[src/rtl/rvb_shifter_issue.sv]
// Issue-side adapter for the bitmanip shifter: buffers one request, gates issue on
// tag credit, tracks in-flight tags in a FIFO and pairs results with tags for writeback.
module rvb_shifter_issue #(
    parameter int XLEN  = 32,
    parameter int DEPTH = 4,
    parameter int TAGW  = 5
) (
    input  logic            clock,
    input  logic            reset,
    input  logic            req_valid,
    output logic            req_ready,
    input  logic [31:0]     req_insn,
    input  logic [XLEN-1:0] req_rs1,
    input  logic [XLEN-1:0] req_rs2,
    input  logic [XLEN-1:0] req_rs3,
    input  logic [TAGW-1:0] req_tag,
    output logic            unit_din_valid,
    input  logic            unit_din_ready,
    output logic [XLEN-1:0] unit_din_rs1,
    output logic [XLEN-1:0] unit_din_rs2,
    output logic [XLEN-1:0] unit_din_rs3,
    output logic            unit_din_insn3,
    output logic            unit_din_insn13,
    output logic            unit_din_insn14,
    output logic            unit_din_insn26,
    output logic            unit_din_insn27,
    output logic            unit_din_insn29,
    output logic            unit_din_insn30,
    input  logic            unit_dout_valid,
    output logic            unit_dout_ready,
    input  logic [XLEN-1:0] unit_dout_rd,
    output logic            wb_valid,
    input  logic            wb_ready,
    output logic [XLEN-1:0] wb_rd,
    output logic [TAGW-1:0] wb_tag,
    output logic            busy,
    output logic            err
);
    localparam int PTRW = $clog2(DEPTH);
    localparam int CNTW = PTRW + 1;
    localparam logic [CNTW-1:0] CNT_MAX = CNTW'(DEPTH);

    logic            iss_valid_q, iss_valid_d;
    logic [XLEN-1:0] iss_rs1_q, iss_rs1_d;
    logic [XLEN-1:0] iss_rs2_q, iss_rs2_d;
    logic [XLEN-1:0] iss_rs3_q, iss_rs3_d;
    logic [TAGW-1:0] iss_tag_q, iss_tag_d;
    // Decode bits packed as {insn30, insn29, insn27, insn26, insn14, insn13, insn3}
    logic [6:0]      iss_bits_q, iss_bits_d;

    logic [TAGW-1:0] tag_mem_q [DEPTH];
    logic [TAGW-1:0] tag_mem_d [DEPTH];
    logic [PTRW-1:0] wr_ptr_q, wr_ptr_d;
    logic [PTRW-1:0] rd_ptr_q, rd_ptr_d;
    logic [CNTW-1:0] cnt_q, cnt_d;

    logic            wb_valid_q, wb_valid_d;
    logic [XLEN-1:0] wb_rd_q, wb_rd_d;
    logic [TAGW-1:0] wb_tag_q, wb_tag_d;
    logic            err_q, err_d;

    logic req_fire, iss_fire, res_fire, pop;

    // Credit uses the registered count only; a same-cycle pop frees a slot next cycle.
    assign unit_din_valid  = iss_valid_q && (cnt_q < CNT_MAX);
    assign iss_fire        = unit_din_valid && unit_din_ready;
    assign req_ready       = !iss_valid_q || iss_fire;
    assign req_fire        = req_valid && req_ready;
    assign unit_dout_ready = !wb_valid_q || wb_ready;
    assign res_fire        = unit_dout_valid && unit_dout_ready;
    assign pop             = res_fire && (cnt_q != '0);

    assign unit_din_rs1    = iss_rs1_q;
    assign unit_din_rs2    = iss_rs2_q;
    assign unit_din_rs3    = iss_rs3_q;
    assign unit_din_insn30 = iss_bits_q[6];
    assign unit_din_insn29 = iss_bits_q[5];
    assign unit_din_insn27 = iss_bits_q[4];
    assign unit_din_insn26 = iss_bits_q[3];
    assign unit_din_insn14 = iss_bits_q[2];
    assign unit_din_insn13 = iss_bits_q[1];
    assign unit_din_insn3  = iss_bits_q[0];

    assign wb_valid = wb_valid_q;
    assign wb_rd    = wb_rd_q;
    assign wb_tag   = wb_tag_q;
    assign err      = err_q;
    assign busy     = (cnt_q != '0) || wb_valid_q || iss_valid_q;

    always_comb begin
        iss_valid_d = iss_valid_q;
        iss_rs1_d   = iss_rs1_q;
        iss_rs2_d   = iss_rs2_q;
        iss_rs3_d   = iss_rs3_q;
        iss_tag_d   = iss_tag_q;
        iss_bits_d  = iss_bits_q;
        if (req_fire) begin
            iss_valid_d = 1'b1;
            iss_rs1_d   = req_rs1;
            iss_rs2_d   = req_rs2;
            iss_rs3_d   = req_rs3;
            iss_tag_d   = req_tag;
            // Bit 3 selects word-sized variants, which do not exist on RV32.
            iss_bits_d  = {req_insn[30], req_insn[29], req_insn[27], req_insn[26],
                           req_insn[14], req_insn[13],
                           (XLEN == 32) ? 1'b0 : req_insn[3]};
        end else if (iss_fire) begin
            iss_valid_d = 1'b0;
        end
    end

    always_comb begin
        tag_mem_d = tag_mem_q;
        wr_ptr_d  = wr_ptr_q;
        rd_ptr_d  = rd_ptr_q;
        cnt_d     = cnt_q;
        if (iss_fire) begin
            tag_mem_d[wr_ptr_q] = iss_tag_q;
            wr_ptr_d            = wr_ptr_q + 1'b1;
        end
        if (pop) begin
            rd_ptr_d = rd_ptr_q + 1'b1;
        end
        case ({iss_fire, pop})
            2'b10:   cnt_d = cnt_q + 1'b1;
            2'b01:   cnt_d = cnt_q - 1'b1;
            default: cnt_d = cnt_q;
        endcase
    end

    always_comb begin
        wb_valid_d = wb_valid_q;
        wb_rd_d    = wb_rd_q;
        wb_tag_d   = wb_tag_q;
        err_d      = err_q;
        if (res_fire) begin
            wb_valid_d = 1'b1;
            wb_rd_d    = unit_dout_rd;
            // A result with no tag outstanding is still delivered, tagged 0, and flagged.
            wb_tag_d   = pop ? tag_mem_q[rd_ptr_q] : '0;
            err_d      = err_q || !pop;
        end else if (wb_valid_q && wb_ready) begin
            wb_valid_d = 1'b0;
        end
    end

    always_ff @(posedge clock) begin
        if (reset) begin
            iss_valid_q <= 1'b0;
            iss_rs1_q   <= '0;
            iss_rs2_q   <= '0;
            iss_rs3_q   <= '0;
            iss_tag_q   <= '0;
            iss_bits_q  <= '0;
            tag_mem_q   <= '{default: '0};
            wr_ptr_q    <= '0;
            rd_ptr_q    <= '0;
            cnt_q       <= '0;
            wb_valid_q  <= 1'b0;
            wb_rd_q     <= '0;
            wb_tag_q    <= '0;
            err_q       <= 1'b0;
        end else begin
            iss_valid_q <= iss_valid_d;
            iss_rs1_q   <= iss_rs1_d;
            iss_rs2_q   <= iss_rs2_d;
            iss_rs3_q   <= iss_rs3_d;
            iss_tag_q   <= iss_tag_d;
            iss_bits_q  <= iss_bits_d;
            tag_mem_q   <= tag_mem_d;
            wr_ptr_q    <= wr_ptr_d;
            rd_ptr_q    <= rd_ptr_d;
            cnt_q       <= cnt_d;
            wb_valid_q  <= wb_valid_d;
            wb_rd_q     <= wb_rd_d;
            wb_tag_q    <= wb_tag_d;
            err_q       <= err_d;
        end
    end
endmodule

[config.mk]
export PLATFORM = sky130hd
export DESIGN_NAME = rvb_shifter_issue
export DESIGN_NICKNAME = d
export VERILOG_FILES = /design/src/rtl/rvb_shifter_issue.sv
export SDC_FILE = /design/constraint.sdc
export NUM_CORES = 1
export LEC_CHECK = 0
export BUFFER_PORTS_ARGS = -buffer_cell sky130_fd_sc_hd__buf_2
export CAP_MARGIN = 20
export CORE_AREA = 2 2 122 124
export DETAILED_ROUTE_END_ITERATION = 12
export DIE_AREA = 0 0 124 126
export PLACE_DENSITY = 0.81
export SYNTH_ARGS = -nofsm -noshare
export SYNTH_HDL_FRONTEND = slang
export SYNTH_SLANG_ARGS = --single-unit
export TNS_END_PERCENT = 20
[constraint.sdc]
create_clock -name clock -period 3.1 [get_ports clock]
set_input_delay 0.62 -clock clock [delete_from_list [all_inputs] [get_ports clock]]
set_output_delay 0.62 -clock clock [all_outputs]
set_load 0.01 [all_outputs]
==> impl_metrics.csv, run 1 <==
group,metric,value,unit
timing,holdWs,0.435,ns
routing,first_pass_iters,4,
synthesis,postSynthAreaPerCell,8.36,um^2
routing,num_vias,5978,
grt,grt_pass1_vias,5566,
synthesis,synth.cell_area,6570,um^2
grt,grt_pass1_wl,25.9,mm
setup_path,rrSetupSlack,0.85,ns
min_path,holdPathEnd,"unit_din_rs3[1]$_SDFFE_PP0P_",
setup_path,reg2reg_from,"cnt_q[2]$_SDFFE_PP0P_",
floorplanning,core,14300,um^2
placement,routabilityCongestion,0.785,
timing,tightest_slew,0.725,ns
timing,rsz0062_at_grt,"false",
grt,antenna_found_initial,1,
timing,post-route-min-period,2.41,ns
grt,grt-ovfl-total,0,
finish,final_cell_mix,"288 x buf_2, 280 x nand2_1, 174 x dfxtp_1",
setup_path,cp_data_required_time,2.48,ns
floorplanning,io_pins,317,
setup_path,start_kind,"flop",
routing,vias_per_cell,4.80,
finish,syn_to_final_growth,31.4,%
min_path,hold_depth,3,
placement,dp.cells,1212,
routing,first_iter_violations,226,
clock_tree,cts_buffers,17,
synthesis,ys_types,33,
floorplanning,start_util,45.9,%
clock_tree,clock-root-buffer,"clkbuf_16",
timing,maxSlewHeadroom,51.6,%
floorplanning,die_y,126,um
routing,drt-total-wl,16.5,mm
clock_tree,clock_sink_count,174,
timing,hold_violations,0,
setup_path,critical_path_class,"flop to primary output",
clock_tree,cts_htree_levels,4,
synthesis,ys_seq_area_share,53.0,%
finish,n_fill_cell,1295,
setup_path,crit_fanout,8,
timing,slew_violations,0,
timing,finClkSkew,0.00808,ns
setup_path,r2r_end,"cnt_q[2]$_SDFFE_PP0P_",
synthesis,ys_ff_latch,174,
floorplanning,rows,44,
routing,ant_nets,0,
timing,setup_viol,0,
power_and_ir_drop,max-vdd-ir-drop,0.000342,V
placement,dp.final_hpwl,11.5,mm
floorplanning,die_area,15600,um^2
clock_tree,ctsResizeCount,0,
routing,drc,0,
setup_path,crit_arrival,1.79,ns
timing,setup_tns,0,ns
clock_tree,worstSkewPairLatency,0.41,ns
grt,grt_usage,20.9,%
placement,port_buffers,289,
clock_tree,hold_buffers,0,
power_and_ir_drop,power.density,609,nW/um^2
clock_tree,postCtsSetupBuffers,0,
job,drv_cap,0,
setup_path,critPathCaptureType,"primary output",
min_path,hold_path.class,"input pin to flop",
finish,instances_no_fill,1245,
routing,avgRoutedWirePerCell,13.3,um
finish,final_common_cell,"buf_2",
synthesis,synthCells,786,
synthesis,yosysWarnings,0,
timing,fin_crit_sh,77.7,%
timing,max_freq,415,MHz
clock_tree,cts_tree,"done",
status,run_status,"completed",
finish,fin_nets,1224,
clock_tree,cts.clk_slew.worst_paths,0.06,ns
setup_path,r2r_cells,9,
finish,drive_gt1_share,37.7,%
grt,grt_max_degree,84,
floorplanning,die_x,124,um
min_path,worstHoldStart,"req_rs3[1]",
synthesis,synth_nets,963,
clock_tree,cts_buffer_depth,2,
power_and_ir_drop,leakage,0.00393,uW
[flip-flops by register name, indices dropped and copies added (netlist names)]
register and cells:
unit_din_rs3 32, wb_tag 5, cnt_q 3, wb_valid 1, iss_bits_q 6, wb_rd 32, rd_ptr_q 2, iss_tag_q 5
unit_din_rs2 32, unit_din_rs1 32, tag_mem_q 20, err 1, wr_ptr_q 2, iss_valid_q 1
[cell families (layout without fill, tap and decap cells)]
logic type | count (synthesis) | count (layout) | synth area share (%)
flip-flops | 174 | 174 | 53.0
other | 1 | 2 | 0.0571
AND/OR/NAND/NOR | 356 | 356 | 22.5
buffers and inverters | 66 | 340 | 5.75
XOR/XNOR | 4 | 4 | 0.533
adder cells (fa/ha/maj) | 6 | 6 | 1.26
multiplexers | 5 | 5 | 1.71
AO/OA/AOI/OAI | 174 | 174 | 15.1
[through the flow]
step	power, uW	cell area (um^2)	utilization [%]	setup slack (ns)
CTS	5320	8630	60.3	0.660
global placement	3130	8030	56.1	0.710
detailed placement	3140	8030	56.1	0.674
global route	5510	8630	60.3	0.570
finish	5260	8630	60.3	0.690
floorplan	2880	6570	-	0.839
[cells in the mapped netlist]
master / count / area, um^2
nor2b_1: 1 / 6.26
nand2_2: 31 / 194
nor3_1: 1 / 5.00
o21ai_0: 1 / 5.00
nand2b_4: 1 / 13.8
nand2b_1: 1 / 6.26
conb_1: 1 / 3.75
or3_1: 3 / 18.8
buf_6: 2 / 22.5
buf_1: 1 / 3.75
nand2_1: 280 / 1050
fa_1: 1 / 20.0
and2_1: 1 / 6.26
buf_12: 3 / 60.1
buf_2: 22 / 110
clkbuf_1: 21 / 78.8
clkbuf_4: 1 / 7.51
dfxtp_1: 174 / 3480
nand4_1: 1 / 6.26
clkbuf_2: 1 / 5.00
xor2_1: 4 / 35.0
a21boi_2: 1 / 11.3
nand3_1: 26 / 130
a21bo_1: 1 / 10.0
ha_1: 5 / 62.6
a21oi_1: 141 / 706
mux4_2: 5 / 113
buf_8: 1 / 15.0
inv_1: 8 / 30.0
buf_4: 6 / 45.0
nor2_1: 9 / 33.8
and3b_1: 1 / 8.76
a21oi_2: 30 / 263
[per-layer routing]
metal	share of wire, %	global-route usage [%]	up-vias
li1	-	-	3071
met1	41	24.2	2651
met2	49	35.6	233
met3	8.3	6.48	23
met4	2.0	8.26	0
met5	0	0	-
[power by group]
part           switching (uW)  internal (uW)
combinational             379            271
sequential               79.3           2360
clock                     879           1290
[layout make-up]
class,count,area [um^2],area share (%)
Clock buffer,19,443,5.13
Antenna cell,1,2.50,0.0290
Clock inverter,13,161,1.87
Multi-Input combinational cell,546,2720,31.5
Timing Repair Buffer,300,1560,18.1
Tap cell,184,230,2.67
Sequential cell,174,3480,40.3
Inverter,8,30.0,0.348
[how the worst max path moves through the flow]
stage | start | to | slack (ns)
2_1_floorplan | wb_ready | cnt_q[2]$_SDFFE_PP0P_ | 0.84
3_3_place_gp | wb_ready | cnt_q[2]$_SDFFE_PP0P_ | 0.71
3_5_place_dp | wb_ready | cnt_q[2]$_SDFFE_PP0P_ | 0.67
4_1_cts | cnt_q[2]$_SDFFE_PP0P_ | busy | 0.66
5_1_grt | cnt_q[2]$_SDFFE_PP0P_ | busy | 0.57
6_report | cnt_q[2]$_SDFFE_PP0P_ | busy | 0.69
[critical path, cell delays in order, from the launching register on]
cell	delay, ns
dfxtp_1	0.37
or3_1	0.51
or3_1	0.34
buf_2	0.15
No activity file was read; power rests on OpenSTA's default activity.
==> run 2: changes to the inputs <==
- ABC_AREA: default -> 1
- CORE_AREA: 2 2 122 124 -> default
- CORE_MARGIN: default -> 2
- CORE_UTILIZATION: default -> 42
- DIE_AREA: 0 0 124 126 -> default
- PLACE_DENSITY: 0.81 -> 0.78
- clock period: 3.1 -> 2.1 ns (I/O delays scaled with it)
==> impl_metrics.csv, run 2 <==
group,metric,value,unit
status,run_status,"completed",
min_path,hold_path.class,"input pin to flop",
timing,slew_violations,0,
power_and_ir_drop,leakage,0.00413,uW
setup_path,start_kind,"flop",
synthesis,synth_xor_area_share,0,%
finish,final_cell_mix,"287 x buf_2, 174 x dfxtp_1, 152 x nand2_1",
timing,post-route-min-period,1.92,ns
routing,ant_nets,0,
synthesis,synth-edff-count,0,
clock_tree,cts_tree,"done",
placement,port_buffers,289,
finish,fin_util,57.8,%
grt,grt_max_degree,117,
clock_tree,cts_buffers,17,
finish,n_fill_cell,1442,
timing,maxSlewHeadroom,63.1,%
clock_tree,cts.clk_slew.worst_paths,0.06,ns
floorplanning,die_area,16800,um^2
synthesis,yosysWarnings,0,
synthesis,postSynthAreaPerCell,7.90,um^2
grt,grt-ovfl-total,0,
grt,grt_usage,20.5,%
timing,tightest_slew,0.553,ns
clock_tree,clock-root-buffer,"clkbuf_16",
setup_path,crit_arrival,1.50,ns
grt,antenna_found_initial,2,
synthesis,synth_mux_area_share,0,%
timing,setup_viol,0,
routing,num_vias,6488,
placement,routabilityCongestion,0.772,
setup_path,cp_data_required_time,1.68,ns
finish,syn_to_final_growth,33.6,%
setup_path,max_stage_delay,0.32,ns
clock_tree,cts_htree_levels,4,
synthesis,ys_ff_latch,174,
power_and_ir_drop,total_power,8150,uW
timing,fin_crit_sh,91.2,%
power_and_ir_drop,power.density,921,nW/um^2
synthesis,post-synth-top-count-cell,"dfxtp_1",
clock_tree,hold_buffers,0,
routing,first_pass_iters,4,
timing,finClkSkew,0.00710,ns
finish,drive_gt1_share,32.6,%
setup_path,critPathSlowestCell,"dfxtp_1",
timing,hold_violations,0,
floorplanning,start_util,43.3,%
floorplanning,core,15300,um^2
timing,setup_tns,0,ns
synthesis,synth_fa_ha_area_share,1.25,%
grt,grt_pass1_wl,27.6,mm
synthesis,synth_compound_area_share,15.6,%
floorplanning,io_pins,317,
routing,avgRoutedWirePerCell,13.7,um
job,drv_cap,0,
floorplanning,die_x,130,um
finish,fin_nets,1276,
grt,grt_pass1_vias,5684,
setup_path,worstPathCellList,"inv_2, nand3_4, buf_4, nand2_4, buf_2",
setup_path,crit_buf_inv,3,
synthesis,dominantRegCellSynth,"dfxtp_1",
synthesis,synthTopCellsByCount,"174 x dfxtp_1, 153 x nand2_1, 131 x a21oi_1, 110 x nand3_1, 70 x nor2_1",
timing,rsz0062_at_grt,"false",
floorplanning,die_y,130,um
placement,dp.final_hpwl,12.3,mm
finish,final_common_cell,"buf_2",
synthesis,ys_seq_area_share,52.6,%
routing,first_iter_violations,286,
clock_tree,postCtsSetupBuffers,0,
setup_path,critPathCaptureType,"primary output",
synthesis,synthSimpleGateAreaFrac,23.2,%
clock_tree,worstSkewPairLatency,0.42,ns
synthesis,synth.cell_area,6620,um^2
setup_path,critPathTopFamily,"buffers and inverters",
routing,vias_per_cell,4.91,
clock_tree,ctsResizeCount,0,
clock_tree,clock_sink_count,174,
power_and_ir_drop,max-vdd-ir-drop,0.000571,V
routing,drc,0,
synthesis,synthArstFlopShare,0,%
synthesis,synthCells,838,
synthesis,synth_top_family_by_area,"simple AND/OR/NAND/NOR gates",
clock_tree,cts_buffer_depth,2,
setup_path,critical_path_class,"flop to primary output",
synthesis,ys_top_cells_by_area,"dfxtp_1 53%, a21oi_1 9.9%, nand2_1 8.7%, nand3_1 8.3%, o21ai_0 4.2%",
floorplanning,rows,45,
setup_path,crit_fanout,19,
synthesis,synth_top_cell_by_area,"dfxtp_1",
timing,max_freq,522,MHz
synthesis,ys_types,25,
synthesis,synth_nets,1015,
routing,drt-total-wl,18.1,mm
synthesis,synth.top_cell.area_share,52.6,%
run 2: area by class of cell:
type | count | area [um^2] | area share (%)
Inverter | 44 | 165 | 1.87
Clock buffer | 25 | 515 | 5.82
Multi-Input combinational cell | 555 | 2670 | 30.2
Timing Repair Buffer | 307 | 1670 | 18.9
Antenna cell | 1 | 2.50 | 0.0283
Tap cell | 211 | 264 | 2.98
Clock inverter | 4 | 76.3 | 0.862
Sequential cell | 174 | 3480 | 39.4
run 2: worst paths after layout:
| path | startpoint | to | slack, ns | cells past startpoint |
|---|---|---|---|---|
| setup / recovery | cnt_q[2]$_SDFFE_PP0P_ | req_ready | 0.18 | 5 |
| hold / removal | unit_dout_rd[23] | wb_rd[23]$_SDFFE_PP0P_ | 0.25 | 3 |
| setup reg to reg | cnt_q[2]$_SDFFE_PP0P_ | cnt_q[2]$_SDFFE_PP0P_ | 0.22 | 11 |
| hold reg to reg | unit_din_rs3[29]$_SDFFE_PP0P_ | unit_din_rs3[29]$_SDFFE_PP0P_ | 0.46 | 2 |
run 2: metal layers:
layer	GRT usage, %	wire length, um	part of all wire, %	vias to the layer above
met5	0	7	0.039	-
met4	7.91	312	1.7	2
met3	7.35	1620	9.0	29
met2	33.9	8700	48	230
met1	24.3	7410	41	2956
li1	-	-	-	3271
run 2: through the flow:
stage	std cells	cell area [um^2]	hold slack, ns	setup slack, ns
3_5_place_dp	1292	8260	0.448	0.144
5_1_grt	1321	8850	0.239	0.0310
4_1_cts	1321	8850	0.235	0.0569
2_1_floorplan	838	6620	0.440	0.0447
3_3_place_gp	1292	8260	0.443	0.160
6_report	1321	8850	0.254	0.184
run 2: cell families (layout without fill, tap and decap cells):
family | count (synthesis) | after routing
AND/OR/NAND/NOR | 349 | 349
other | 1 | 2
AO/OA/AOI/OAI | 199 | 199
flip-flops | 174 | 174
buffers and inverters | 109 | 380
adder cells (fa/ha/maj) | 6 | 6
run 2: where the power goes:
group	leakage, uW	switching, uW	total [uW]	internal (uW)
sequential	0.00143	110	3640	3530
combinational	0.00241	809	1350	540
clock	0.000288	1230	3160	1930
total	0.00413	2140	8150	6000
run 2: worst register-to-register path, stage by stage (launching register included):
cell     delay (ns)
dfxtp_1        0.35
inv_2          0.07
nand3_1        0.12
inv_1          0.09
nor2_1         0.15
ha_1           0.19
inv_1          0.07
fa_1           0.38
nand2_1        0.08
nand3_1        0.08
o21ai_0        0.15
a21oi_1        0.05
